===== src/rtl/inst_fetch_unit_pkg.sv =====
// rtl/inst_fetch_unit_pkg.sv - shared types, defaults and helpers for the instruction fetch unit
package inst_fetch_unit_pkg;

  localparam logic [31:0] DEFAULT_RESET_PC  = 32'hBFC0_0000;
  localparam int          DEFAULT_BUF_DEPTH = 2;
  localparam int          INST_W            = 32;
  localparam int          PC_W              = 32;

  // 65-bit buffer entry {adel, pc, inst}
  typedef struct packed {
    logic              adel;
    logic [PC_W-1:0]   pc;
    logic [INST_W-1:0] inst;
  } fetch_entry_t;

  function automatic logic word_aligned(input logic [PC_W-1:0] addr);
    return addr[1:0] == 2'b00;
  endfunction

endpackage


===== src/rtl/inst_fetch_unit_buf.sv =====
// rtl/inst_fetch_unit_buf.sv - DEPTH-entry instruction buffer FIFO with flush
module inst_fetch_unit_buf
  import inst_fetch_unit_pkg::*;
#(
  parameter int DEPTH = DEFAULT_BUF_DEPTH
) (
  input  logic                       clk,
  input  logic                       reset,
  input  logic                       push,
  input  fetch_entry_t               push_entry,
  input  logic                       pop,
  input  logic                       flush,
  output logic                       full,
  output logic                       empty,
  output logic [$clog2(DEPTH+1)-1:0] count,
  output fetch_entry_t               head
);

  localparam int CW = $clog2(DEPTH + 1);
  localparam int PW = (DEPTH > 1) ? $clog2(DEPTH) : 1;

  fetch_entry_t    mem_q [DEPTH];
  fetch_entry_t    mem_d [DEPTH];
  logic [PW-1:0]   wr_q, wr_d;
  logic [PW-1:0]   rd_q, rd_d;
  logic [CW-1:0]   count_q, count_d;

  // Explicit wrap so non-power-of-two depths stay correct
  function automatic logic [PW-1:0] next_ptr(input logic [PW-1:0] p);
    return (p == PW'(DEPTH - 1)) ? '0 : p + PW'(1);
  endfunction

  always_comb begin
    mem_d   = mem_q;
    wr_d    = wr_q;
    rd_d    = rd_q;
    count_d = count_q;
    if (flush) begin
      wr_d    = '0;
      rd_d    = '0;
      count_d = '0;
    end else begin
      if (push) begin
        mem_d[wr_q] = push_entry;
        wr_d        = next_ptr(wr_q);
      end
      if (pop) begin
        rd_d = next_ptr(rd_q);
      end
      case ({push, pop})
        2'b10:   count_d = count_q + CW'(1);
        2'b01:   count_d = count_q - CW'(1);
        default: count_d = count_q;
      endcase
    end
  end

  always_ff @(posedge clk or posedge reset) begin
    if (reset) begin
      for (int i = 0; i < DEPTH; i++) begin
        mem_q[i] <= '0;
      end
      wr_q    <= '0;
      rd_q    <= '0;
      count_q <= '0;
    end else begin
      mem_q   <= mem_d;
      wr_q    <= wr_d;
      rd_q    <= rd_d;
      count_q <= count_d;
    end
  end

  assign full  = count_q == CW'(DEPTH);
  assign empty = count_q == '0;
  assign count = count_q;
  assign head  = mem_q[rd_q];

endmodule


===== src/rtl/inst_fetch_unit.sv =====
// rtl/inst_fetch_unit.sv - PC owner, instruction SRAM request credit logic and decode handshake
// Defining IFETCH_PERF_EN adds perf_fetch_cnt / perf_bubble_cnt counter outputs.
module inst_fetch_unit
  import inst_fetch_unit_pkg::*;
#(
  parameter logic [31:0] RESET_PC  = DEFAULT_RESET_PC,
  parameter int          BUF_DEPTH = DEFAULT_BUF_DEPTH
) (
  input  logic        clk,
  input  logic        reset,
  output logic        inst_sram_en,
  output logic [31:0] inst_sram_addr,
  input  logic [31:0] inst_sram_rdata,
  input  logic        redirect_valid,
  input  logic [31:0] redirect_pc,
  output logic        id_valid,
  input  logic        id_ready,
  output logic [31:0] id_inst,
  output logic [31:0] id_pc,
  output logic        id_adel
`ifdef IFETCH_PERF_EN
  ,
  output logic [31:0] perf_fetch_cnt,
  output logic [31:0] perf_bubble_cnt
`endif
);

  localparam int CW = $clog2(BUF_DEPTH + 1);
  localparam int OW = CW + 1;
  localparam logic [OW-1:0] DEPTH_W = OW'(BUF_DEPTH);

  logic [31:0]   pc_q, pc_d;
  logic [31:0]   resp_pc_q, resp_pc_d;
  logic          inflight_q, inflight_d;
  logic          halted_q, halted_d;

  logic          buf_full, buf_empty;
  logic [CW-1:0] buf_count;
  fetch_entry_t  buf_head;
  fetch_entry_t  push_entry;
  logic          push, pop, issue, drop;
  logic          resp_push, adel_push, misaligned;
  logic [OW-1:0] occupancy;

  always_comb begin
    pop        = !buf_empty && id_ready;
    // A head leaving this cycle frees its slot, which keeps depth 2 at full rate
    occupancy  = OW'(buf_count) + OW'(inflight_q) - OW'(pop);
    misaligned = !word_aligned(pc_q);
    drop       = redirect_valid;
    issue      = !reset && !halted_q && !redirect_valid && !misaligned && (occupancy < DEPTH_W);
    resp_push  = inflight_q && !drop;
    adel_push  = !halted_q && !redirect_valid && misaligned && !inflight_q && (occupancy < DEPTH_W);
    push       = (resp_push || adel_push) && (!buf_full || pop);

    push_entry = '0;
    if (resp_push) begin
      push_entry.pc   = resp_pc_q;
      push_entry.inst = inst_sram_rdata;
    end else begin
      push_entry.adel = 1'b1;
      push_entry.pc   = pc_q;
    end

    pc_d       = pc_q;
    halted_d   = halted_q;
    inflight_d = issue;
    resp_pc_d  = issue ? pc_q : resp_pc_q;
    if (redirect_valid) begin
      pc_d     = redirect_pc;
      halted_d = 1'b0;
    end else begin
      if (issue) pc_d = pc_q + 32'd4;
      if (adel_push) halted_d = 1'b1;
    end
  end

  always_ff @(posedge clk or posedge reset) begin
    if (reset) begin
      pc_q       <= RESET_PC;
      resp_pc_q  <= '0;
      inflight_q <= 1'b0;
      halted_q   <= 1'b0;
    end else begin
      pc_q       <= pc_d;
      resp_pc_q  <= resp_pc_d;
      inflight_q <= inflight_d;
      halted_q   <= halted_d;
    end
  end

  inst_fetch_unit_buf #(
    .DEPTH (BUF_DEPTH)
  ) u_buf (
    .clk        (clk),
    .reset      (reset),
    .push       (push),
    .push_entry (push_entry),
    .pop        (pop),
    .flush      (redirect_valid),
    .full       (buf_full),
    .empty      (buf_empty),
    .count      (buf_count),
    .head       (buf_head)
  );

  assign inst_sram_en   = issue;
  assign inst_sram_addr = pc_q;
  assign id_valid       = !buf_empty;
  assign id_inst        = buf_empty ? 32'd0 : buf_head.inst;
  assign id_pc          = buf_empty ? 32'd0 : buf_head.pc;
  assign id_adel        = !buf_empty && buf_head.adel;

`ifdef IFETCH_PERF_EN
  logic [31:0] fetch_cnt_q, fetch_cnt_d;
  logic [31:0] bubble_cnt_q, bubble_cnt_d;

  always_comb begin
    fetch_cnt_d  = fetch_cnt_q + (issue ? 32'd1 : 32'd0);
    bubble_cnt_d = bubble_cnt_q + ((id_ready && buf_empty) ? 32'd1 : 32'd0);
  end

  always_ff @(posedge clk or posedge reset) begin
    if (reset) begin
      fetch_cnt_q  <= '0;
      bubble_cnt_q <= '0;
    end else begin
      fetch_cnt_q  <= fetch_cnt_d;
      bubble_cnt_q <= bubble_cnt_d;
    end
  end

  assign perf_fetch_cnt  = fetch_cnt_q;
  assign perf_bubble_cnt = bubble_cnt_q;
`endif

endmodule


===== config.mk =====
export PLATFORM = sky130hd
export DESIGN_NAME = inst_fetch_unit
export DESIGN_NICKNAME = d
export VERILOG_FILES = /design/src/rtl/inst_fetch_unit_pkg.sv /design/src/rtl/inst_fetch_unit_buf.sv /design/src/rtl/inst_fetch_unit.sv
export SDC_FILE = /design/constraint.sdc
export NUM_CORES = 1
export LEC_CHECK = 0
export BUFFER_PORTS_ARGS = -buffer_cell sky130_fd_sc_hd__buf_4
export CORE_ASPECT_RATIO = 0.6
export CORE_MARGIN = 5
export CORE_UTILIZATION = 35
export DETAILED_ROUTE_END_ITERATION = 8
export GPL_TIMING_DRIVEN = 0
export PLACE_DENSITY = 0.56
export SYNTH_ARGS = -nofsm -noshare
export SYNTH_HDL_FRONTEND = slang
export SYNTH_SLANG_ARGS = --single-unit
export TNS_END_PERCENT = 50

===== constraint.sdc =====
create_clock -name clk -period 7.25 [get_ports clk]
set_input_delay 0.3625 -clock clk [delete_from_list [all_inputs] [get_ports clk]]
set_output_delay 0.3625 -clock clk [all_outputs]
set_load 0.01 [all_outputs]

==> metrics.cfg, run 1 <==
[critical_path]
slowest_stage = or4_4
r2r-end = u_buf.mem_q[41]
startpoint_type = flop
arrival_ns = 3.85
r2r_slack_ns = 3.64
cp_max_fo = 11
cpPeakStageDelay_ns = 0.55
critical-path-top-delay-family = simple AND/OR/NAND/NOR gates
cp_cell_sequence = buf_2 -> nand2_1 -> nor2_1 -> o21ai_0 -> fa_1 -> or4b_1 -> or4_4 -> inv_2 -> buf_6 -> buf_6 -> buf_2 -> buf_4
cp.buffers_inverters = 6
critPathCaptureType = output pin
cp.required_ns = 6.89
crit_type = flop to output pin
r2r_cells = 12
r2r_start = u_buf.count[1]

[yosys]
synth.area.mux_share = 0.256
synth_simple_gate_area_share = 0.151
synth_top_family_by_area = multiplexers
synth_edf_count = 0
async_reset_ff_frac = 1.00
synth_fa_ha_area_frac = 0.00330
ys.flop_type = dfrtp_1
syn_area_sq_um = 9870
synth-seq-cells = 200
yosysUniqueCellTypes = 50
yosys.area_share.xor_xnor = 0.00710
syn_nets = 957
synth_compound_area_frac = 0.0392
ys_seq_area_frac = 0.508
synthCells = 887
synth_area_per_cell_sq_um = 11.1
yosys_warnings = 0

[power_and_ir_drop]
p_clk_frac = 0.307
total_power_mw = 3.30
pwr-share-seq = 0.469
power_switching_uw = 962
p_int_mw = 2.33
p_sw_frac = 0.292
comb_power_share = 0.224
p_per_area_nw_per_um2 = 270
p_leak_nw = 5.61
vdd_drop_max_mv = 0.163

[sta]
hold_viol = 0
post-route-period-util = 0.581
fin_tns_setup_ns = 0
drv_slew = 0
slew_headroom = 0.389
fmax_mhz = 238
rsz0062_at_grt = false
worst_pin_slew_ns = 0.917
setup_viol = 0
whs_ns = 0.00675
clock_skew_ns = 0.0113
period_needed_ns = 4.21

[clocking]
post_cts_buffers = 0
cts_sinks = 200
clkLatencyLatePin_ns = 0.45
clockBufferDepth = 2
numCtsBuffers = 17
cts-htree-levels = 4
clkTransAtPathRegs_ns = 0.07
ctsResizeCount = 0
hold_buffers = 0
tritoncts = done
cts_root_buffer = clkbuf_16

[die]
design.die.area_sq_um = 31800
initial_core_util = 0.356
dieWidth_microns = 227
num_io_pins = 167
die_h_microns = 140
core_area_sq_um = 27700
rows = 47

[layout]
final_common_cell = dfrtp_1
final_cell_mix = 191 x dfrtp_1, 171 x buf_4, 162 x mux2_2
fillerInstances = 2678
drive_gt1_frac = 0.371
area_growth_pct = 23.8
nets = 1141
diodes = 0

[placed_design]
dp_hpwl_microns = 20000
portBuffers = 164
gp_congestion = 0.795

[drt]
remaining_drc_errors = 0
routedWlPerCell_microns = 19.2
vias = 7138
via_per_inst = 4.92
drt_wl_total_microns = 27800
firstDrtPassIters = 4
drt_iter0_drc = 435
ant_nets = 0

[worst_hold_path]
hold_class = input port to async pin

[grt]
grt_pass1_wl_microns = 43500
first_global_vias = 7312
track_usage = 0.177
grt_overflow = 0
grt_max_degree = 117
antenna_found_initial = 0

[run_status]
outcome = completed

[run]
drv_cap = 0

-- state kept, by name, summed over array words and instances, names as in the netlist --
name            flops
u_buf.rd_q          1
u_buf.wr_q          1
u_buf.mem_q       130
halted_q            1
resp_pc_q          32
u_buf.count         2
inst_sram_addr     32
inflight_q          1
-- through the flow --
stage | cell area, sq um | util | worst slack, ns | instances
final | 12200 | 0.441 | 3.04 | 1451
after global placement | 11600 | 0.417 | -1.32 | 1418
after floorplan | 9870 | - | 1.45 | 887
after CTS | 12200 | 0.441 | 3.01 | 1451
after global routing | 12200 | 0.441 | 2.84 | 1451
after detailed placement | 11600 | 0.419 | 3.45 | 1419
-- kinds of logic (layout without fill, tap and decap cells) --
| kind of cell | after synthesis | in the layout |
|---|---|---|
| simple gates | 320 | 320 |
| flops | 200 | 200 |
| mux | 232 | 232 |
| xor+xnor | 8 | 8 |
| buf+inv | 68 | 265 |
| fa+ha+maj | 2 | 2 |
| compound gates | 57 | 57 |
-- power by group through the flow --
stage | Clock [mW] | Combinational, mW | Sequential, mW
after detailed placement | 0 | 0.748 | 1.56
after floorplan | 0 | 0.498 | 1.52
after CTS | 1.04 | 0.751 | 1.54
final | 1.01 | 0.738 | 1.54
after global routing | 1.09 | 0.823 | 1.58
after global placement | 0 | 0.734 | 1.56
-- cell usage after synthesis (6+ instances only) --
library cell,n,share of area
buf_2,11,0.0056
buf_4,7,0.0053
buf_1,7,0.0027
dfrtp_1,191,0.48
mux2i_1,70,0.071
and2_1,34,0.022
a22oi_1,6,0.0046
dfstp_2,9,0.024
nand2_1,128,0.049
nor2b_1,8,0.0051
nor2_1,81,0.031
or4_1,6,0.0046
clkbuf_1,30,0.011
mux2_2,162,0.18
nand3_1,22,0.011
o21ai_0,18,0.0091
buf_6,7,0.0080
nand4_1,11,0.0070
-- per-layer routing --
layer	track usage	share of wire	up-vias
li1	-	-	3443
met4	0.0427	0.0091	0
met2	0.249	0.42	153
met1	0.280	0.51	3522
met3	0.0322	0.052	20
met5	0	0	-
-- area by class of cell --
class | count | area [sq um] | share of cell area
clock inverters | 13 | 169 | 0.0138
clock buffers | 19 | 453 | 0.0371
plain buffers | 62 | 325 | 0.0266
inverters | 6 | 30.0 | 0.00246
repair buffers | 165 | 1260 | 0.103
well taps | 367 | 459 | 0.0376
flip-flops and latches | 200 | 5020 | 0.411
multi-input cells | 619 | 4510 | 0.369
-- worst max path at each step --
stage	slack, ns	end	start	cells after the start
2_1_floorplan	1.45	halted_q	reset	1
5_1_grt	2.84	inst_sram_en	u_buf.count[1]	12
4_1_cts	3.01	inst_sram_en	u_buf.count[1]	12
3_3_place_gp	-1.32	u_buf.mem_q[111]	reset	2
6_report	3.04	inst_sram_en	u_buf.count[1]	12
3_5_place_dp	3.45	inst_sram_en	id_ready	12
(Power assumes the default switching activity.)
==> run 2, diff against run 1 <==
==> constraint.sdc (replaced) <==
create_clock -name clk -period 4.4 [get_ports clk]
set_input_delay 0.22 -clock clk [delete_from_list [all_inputs] [get_ports clk]]
set_output_delay 0.22 -clock clk [all_outputs]
set_load 0.01 [all_outputs]
==> run 2 against run 1 <==
Effect of this change:
- global-route usage increased by 0.12 points
- non-clock buffer count increased by 22
- final area increased by 1.6%
- count of clock-buffer cells in the layout increased by 6
- first-iteration DRC count decreased by 0.23%
- clock skew decreased by 0.0036 ns
- die area unchanged
- critical endpoint unchanged
==> metrics.cfg, run 2 (synthesized netlist as in run 1, its figures left out) <==
[sta]
post-route-period-util = 0.911
setup_viol = 0
drv_slew = 0
whs_ns = 0.0194
period_needed_ns = 4.01
worst_pin_slew_ns = 0.959
clock_skew_ns = 0.00771
fmax_mhz = 250
fin_tns_setup_ns = 0
rsz0062_at_grt = false
slew_headroom = 0.361
hold_viol = 0

[grt]
grt_overflow = 0
grt_pass1_wl_microns = 44000
track_usage = 0.178
first_global_vias = 7466
antenna_found_initial = 1
grt_max_degree = 42

[layout]
area_growth_pct = 25.7
final_common_cell = dfrtp_1
final_cell_mix = 191 x dfrtp_1, 171 x buf_4, 162 x mux2_2
nets = 1163
final_util = 0.448
largest_register = u_buf.mem_q
largest_register_ffs = 130
drive_gt1_frac = 0.363

[power_and_ir_drop]
p_leak_nw = 5.70
p_int_mw = 3.77
pwr-share-seq = 0.478
p_per_area_nw_per_um2 = 430
p_sw_frac = 0.292
p_clk_frac = 0.291
vdd_drop_max_mv = 0.237
power_switching_mw = 1.56
total_power_mw = 5.33
comb_power_share = 0.231

[clocking]
clkLatencyLatePin_ns = 0.45
cts_root_buffer = clkbuf_16
cts_sinks = 200
clockBufferDepth = 2
tritoncts = done
clkTransAtPathRegs_ns = 0.07
ctsResizeCount = 0
numCtsBuffers = 17
cts-htree-levels = 4

[drt]
ant_nets = 0
via_per_inst = 4.98
firstDrtPassIters = 4
vias = 7341
routedWlPerCell_microns = 19.0
remaining_drc_errors = 0
drt_iter0_drc = 434
drt_wl_total_microns = 28000

[critical_path]
cp_max_fo = 11
worst_setup_path_startpoint = u_buf.count[1]
arrival_ns = 3.79
cp.buffers_inverters = 6
cpPeakStageDelay_ns = 0.55
crit_type = flop to output pin
slowest_stage = or4_4
cp.required_ns = 4.18
r2r_start = u_buf.count[1]
r2r_cells = 12
cp.depth = 12
startpoint_type = flop
crit_end = inst_sram_en
cp_cell_sequence = buf_2 -> nand2_1 -> nor2_1 -> o21ai_0 -> fa_1 -> or4b_1 -> or4_4 -> inv_2 -> buf_6 -> buf_6 -> buf_2 -> buf_4
r2r_slack_ns = 0.83
critPathCaptureType = output pin
critical-path-top-delay-family = simple AND/OR/NAND/NOR gates
r2r-end = u_buf.mem_q[41]

[placed_design]
gp_congestion = 0.788
dp_hpwl_microns = 20400
portBuffers = 164

[die]
core_area_sq_um = 27700
die_h_microns = 140
dieWidth_microns = 227
num_io_pins = 167
initial_core_util = 0.356
design.die.area_sq_um = 31800
rows = 47

[run_status]
outcome = completed

[run]
drv_cap = 0

[worst_hold_path]
hold_class = input port to flop

[run 2: routing by layer]
layer | vias to the layer above | GRT usage | part of all wire
li1 | 3491 | - | -
met1 | 3677 | 0.277 | 0.52
met2 | 148 | 0.249 | 0.42
met3 | 25 | 0.0408 | 0.047
met4 | 0 | 0.0427 | 0.013
met5 | - | 0 | 0
[run 2: worst min path at each step]
stage | cells after the start | end | start
4_1_cts | 3 | inst_sram_addr[5] | redirect_pc[5]
2_1_floorplan | 2 | inst_sram_addr[24] | redirect_pc[24]
5_1_grt | 2 | inst_sram_addr[0] | redirect_pc[0]
3_5_place_dp | 2 | u_buf.mem_q[81] | reset
3_3_place_gp | 3 | inst_sram_addr[27] | redirect_pc[27]
6_report | 3 | inst_sram_addr[9] | redirect_pc[9]
[run 2: layout make-up]
cell class | count | area, sq um
Clock inverter | 7 | 67.6
Buffer | 62 | 325
Fill cell | 2651 | 15300
Tap cell | 367 | 459
Sequential cell | 200 | 5020
Antenna cell | 1 | 2.50
Inverter | 6 | 26.3
Multi-Input combinational cell | 619 | 4510
Clock buffer | 25 | 495
Timing Repair Buffer | 187 | 1510
[run 2: power groups by stage]
stage / combinational (mW) / sequential, mW / clock, mW
floorplan: 0.821 / 2.51 / 0
global placement: 1.21 / 2.57 / 0
detailed placement: 1.24 / 2.58 / 0
CTS: 1.26 / 2.55 / 1.59
global route: 1.37 / 2.60 / 1.67
finish: 1.23 / 2.55 / 1.55
[run 2: stage by stage]
step,area (sq um),setup slack [ns],std cells
after floorplan,9880,1.30,887
after global placement,11600,0.165,1418
after detailed placement,11700,0.848,1423
after CTS,12400,0.355,1473
after global routing,12400,0.151,1474
final,12400,0.394,1474
[run 2: tightest hold or removal path: stages]
cell and delay [ns]:
buf_4 0.08, nand2_1 0.04, o211ai_1 0.08
[run 2: what timing repair did]
action                    4_1_cts  5_1_grt
buffers inserted                0        0
hold buffers                   18        0
hold endpoints to repair       44        0
